### config.mk
export PLATFORM = sky130hd
export DESIGN_NAME = half_adder
export DESIGN_NICKNAME = d
export VERILOG_FILES = /design/src/rtl/half_adder_pkg.sv /design/src/rtl/half_adder_core.sv /design/src/rtl/half_adder.sv
export SDC_FILE = /design/constraint.sdc
export NUM_CORES = 1
export LEC_CHECK = 0
export CAP_MARGIN = 10
export CORE_AREA = 2 2 39 41
export CTS_BUF_LIST = sky130_fd_sc_hd__clkbuf_8
export DETAILED_ROUTE_END_ITERATION = 6
export DIE_AREA = 0 0 41 43
export PLACE_DENSITY_LB_ADDON = 0.05
export SETUP_SLACK_MARGIN = 0.4
export SYNTH_ARGS = -nofsm -noshare
export SYNTH_HDL_FRONTEND = slang
export SYNTH_SLANG_ARGS = --single-unit
### constraint.sdc
create_clock -name clk -period 0.9 [get_ports clk]
set_input_delay 0.18 -clock clk [delete_from_list [all_inputs] [get_ports clk]]
set_output_delay 0.18 -clock clk [all_outputs]
set_load 0.02 [all_outputs]
### src/rtl/half_adder_pkg.sv
// Shared definitions for the registered half adder datapath leaf.
// Centralises the default operand width used by half_adder instances.
package half_adder_pkg;

    localparam int unsigned HA_WIDTH_DEFAULT = 1;

endpackage

### src/rtl/half_adder_core.sv
// Purely combinational unsigned add of two operands with no carry-in.
// The extra MSB of sum is the carry-out.
module half_adder_core
    import half_adder_pkg::*;
#(
    parameter int unsigned WIDTH = HA_WIDTH_DEFAULT
) (
    input  logic [WIDTH-1:0] a,
    input  logic [WIDTH-1:0] b,
    output logic [WIDTH:0]   sum
);

    assign sum = {1'b0, a} + {1'b0, b};

endmodule

### src/rtl/half_adder.sv
// Registered half adder: {c,s} = a + b captured one clock after in_valid.
// Outputs hold between accepted inputs; out_valid pulses once per accepted input.
module half_adder
    import half_adder_pkg::*;
#(
    parameter int unsigned WIDTH = HA_WIDTH_DEFAULT
) (
    input  logic             clk,
    input  logic             rst_n,
    input  logic             in_valid,
    input  logic [WIDTH-1:0] a,
    input  logic [WIDTH-1:0] b,
    output logic [WIDTH-1:0] s,
    output logic             c,
    output logic             out_valid
);

    logic [WIDTH:0]   sum;
    logic [WIDTH-1:0] s_d, s_q;
    logic             c_d, c_q;
    logic             out_valid_d, out_valid_q;

    half_adder_core #(
        .WIDTH(WIDTH)
    ) u_core (
        .a  (a),
        .b  (b),
        .sum(sum)
    );

    // Operands are only looked at when in_valid is high, so X on a/b is harmless otherwise.
    always_comb begin
        s_d         = s_q;
        c_d         = c_q;
        out_valid_d = 1'b0;
        if (in_valid) begin
            s_d         = sum[WIDTH-1:0];
            c_d         = sum[WIDTH];
            out_valid_d = 1'b1;
        end
    end

    always_ff @(posedge clk) begin
        if (!rst_n) begin
            s_q         <= '0;
            c_q         <= 1'b0;
            out_valid_q <= 1'b0;
        end else begin
            s_q         <= s_d;
            c_q         <= c_d;
            out_valid_q <= out_valid_d;
        end
    end

    assign s         = s_q;
    assign c         = c_q;
    assign out_valid = out_valid_q;

endmodule

# ---- After elaboration in Yosys (flattened, before gate mapping)
# Index checks and enable logic that the tools add are counted.
dict set report totals {
  wordCells 5
  register_bits 3
  output_inout_bits 3
}
dict set report classes {
  mux 1
  addsub 1
}
# op count
set op_table {}
lappend op_table {{1-bit by 1-bit adder with 2-bit output} 1}
lappend op_table {{1-bit two-way mux} 1}

# ---- Longest topological paths before layout
dict set report depth {
  word_depth 1
  depth_mapped 3
  ltp_nobuf 3
}

# ---- Modules after synthesis
# From an unflattened synthesis, not the netlist that was laid out.
dict set report hier_totals {
  cells_unflattened 9
  area_unflattened_um2 112.6
}
# mod cells_per_inst seq_area_each_um2 area_per_inst_um2 n_inst
set modules_own_cells {}
lappend modules_own_cells {half_adder 8 60.1 100.1 1}
lappend modules_own_cells {half_adder_core 1 0.0 12.5 1}

# ---- Worst setup path before layout
# No wires, ideal clock.
dict set report synth_timing {
  kind {input-to-reg}
  start {in a}
  end {reg s_q, in the netlist s}
  setup_slack_ps 172
  setup_time_ps 116
  cell_stages 3
  arrival_ps 612
  path_cell_list {ha_1 > mux2i_1 > nor2b_1}
}
dict set report synth_between {
  elab_chain_cells 1
}
# element line
set synth_rtl {}
lappend synth_rtl {{start: declaration} half_adder.sv:11} ;# input logic [WIDTH-1:0] a,
lappend synth_rtl {{1-bit by 1-bit adder with 2-bit output} half_adder_core.sv:13} ;# assign sum = {1'b0, a} + {1'b0, b};
lappend synth_rtl {{end signal: assignment} half_adder.sv:45} ;# s_q <= '0;
lappend synth_rtl {{end signal: assignment} half_adder.sv:49} ;# s_q <= s_d;
lappend synth_rtl {{end: declaration} half_adder.sv:19} ;# logic [WIDTH-1:0] s_d, s_q;
# Every way passes these cells.
# A chain may end at the register's enable or synchronous reset.

# ---- Worst setup path in the final report
dict set report layout_timing {
  start {reg s_q, in the netlist s}
  end {out s}
}
# element line
set layout_lines {}
lappend layout_lines {{end: declaration} half_adder.sv:13} ;# output logic [WIDTH-1:0] s,
# No word-level cell between the ends.

==> impl_metrics.yaml <==
clock_tree:
  htreeDepth: 1
  cts.sinks: 3
  clockBufferDepth: 2
  post_cts_buffers: 0
  cts_tree: "done"
  cts_root_buf: "clkbuf_8"
  clkLatencyLatePin_ns: 0.21
  clk_pin_slew_ns: 0.03
  cts_buffers: 3
sta:
  fin_crit_ns: 0.847
  hold_slack_ns: 0.325
  min_period_over_period_pct: 94.1
  setup_violations: 0
  rsz0062_at_grt: "yes"
  hold_violations: 0
  tns_ns: 0
  fmax_ghz: 1.18
  maxSlewHeadroom_pct: 90.6
  worstMarginPinSlew_ns: 0.137
  clock_skew_ns: 0
  setup_slack_ns: 0.0533
  final-max-slew-violation-count: 0
outcome:
  status: "finished clean"
final_layout:
  design_area_sq_um: 267
  fin_nets: 27
  final_cell_count_no_fill: 36
  fin_util_pct: 19.3
  syn_to_final_growth_pct: 137
  antenna_cells: 0
  drive_gt1_share_pct: 70.0
  final.fill_count: 155
detailed_routing:
  detail-route-antenna-nets: 0
  wl_met3_um: 59
  viasPerCell: 2.86
  dr.max_layer_used: "met3"
  routedWlPerCell_um: 8.81
  met2_wirelength_um: 141
  initialDrtViolationCount: 0
  wl_met1_um: 117
  vias: 103
  drcViolationCount: 0
  drtPass1Iterations: 1
  routed_wirelength_um: 317
setup_path:
  crit_required_ns: 0.72
  crit_chain: "buf_6"
  critPathMaxStageDelay_ns: 0.33
  critical_path_class: "register to output port"
  cp_max_fo: 2
  cpLargestDelayFamily: "flip-flops"
  start_kind: "register"
  critPathBufInv: 1
  endpoint_kind: "output port"
  crit_path_top_delay_cell: "dfxtp_4"
  arrival_ns: 0.67
logic_synthesis:
  synthTopCellsByCount: "dfxtp_1, mux2i_1, nor2b_1"
  syn_avg_cell_area_sq_um: 12.5
  ys_ff_latch: 3
  synth_edf_count: 0
  ys_dominant_reg_cell: "dfxtp_1"
  synthTopCellsByArea: "dfxtp_1, mux2i_1, ha_1"
  yosys_warnings: 0
  async_reset_ff_share_pct: 0
  synth_nets: 15
  ys_types: 5
  yosysTopAreaCell: "dfxtp_1"
  synth.most_common_cell: "dfxtp_1"
  netlist_area_sq_um: 113
  ys_seq_area_share_pct: 53.3
  netlist_instances: 9
  yosysTopAreaCellShare_pct: 53.3
floorplan:
  start_util_pct: 8.14
  core-area_sq_um: 1380
  rows: 14
  die_y_um: 43
  ios: 8
  dieWidth_um: 41
  dieArea_sq_um: 1760
place:
  gp_congestion: 0.537
  placedCellCount: 32
  dp_slack_ns: -0.311
  placed_cell_area_sq_um: 226
  portBuffers: 7
flow_run:
  drv_cap: 0
global_route:
  grt_pass1_wl_um: 427
  antenna_found_initial: 0
  overflow: 0
  grt_pass1_vias: 111
  track_usage_pct: 4.71
  grt_max_degree: 4
worst_hold_path:
  hold_path.class: "input port to register"
power:
  finalPower_uw: 576
  p_per_area_nw_per_um2: 2160
  ir_worst_vdd_v: 0.000381
  p_leak_nw: 0.115
cells by family after synthesis:
family | share of synthesized area [%]
flip-flops | 53.3
multiplexers | 17.8
AND/OR/NAND/NOR | 17.8
adder cells (fa/ha/maj) | 11.1
routing by layer:
layer | up-vias | global-route usage, %
li1 | 51 | -
met4 | 0 | 8.00
met2 | 8 | 5.00
met5 | - | 0
met1 | 44 | 3.85
met3 | 0 | 3.66
flip-flops by register name, summed over array words and instances (netlist names):
| signal | cells |
|---|---|
| c | 1 |
| out_valid | 1 |
| s | 1 |
repair_timing:
action / in CTS / in global routing
pin swaps: 0 / 0
gates resized for setup: 31 / 0
endpoints found under the setup margin: 6 / 5
hold buffers: 0 / 0
report_power, final:
group	total (mW)	leakage, nW	switching (mW)	internal, mW
clock	0.373	0.0269	0.0834	0.290
combinational	0.0606	0.0615	0.0258	0.0349
sequential	0.142	0.0267	0.00431	0.138
total	0.576	0.115	0.113	0.463
placed cells by master (no fill, tap or decap):
master and count:
nor2b_1 2, and2_2 1, clkbuf_8 3, dfxtp_4 3, ha_4 1, buf_6 3, clkdlybuf4s15_2 1, clkdlybuf4s15_1 1
mux2i_1 2, buf_2 2, inv_1 1
area by class of cell:
class	count	area (sq um)	share of cell area, %
Sequential cell	3	71.3	26.8
Multi-Input combinational cell	6	65.1	24.4
Timing Repair Buffer	7	65.1	24.4
Clock buffer	3	41.3	15.5
Tap cell	16	20.0	7.51
Clock inverter	1	3.75	1.41
worst paths after layout:
| check | endpoint | cells past startpoint | startpoint | slack, ns |
|---|---|---|---|---|
| worst max-delay path | s | 1 | s$_SDFFE_PN0P_ | 0.05 |
| worst min-delay path | c$_SDFFE_PN0P_ | 2 | rst_n | 0.32 |
| worst max register to register | c$_SDFFE_PN0P_ | 2 | c$_SDFFE_PN0P_ | 0.27 |
| worst min register to register | s$_SDFFE_PN0P_ | 2 | s$_SDFFE_PN0P_ | 0.53 |
worst register-to-register path, stage by stage, from the launching register on:
cell and delay [ns]:
dfxtp_4 0.33, mux2i_1 0.13, nor2b_1 0.06
(Power assumes the default switching activity.)
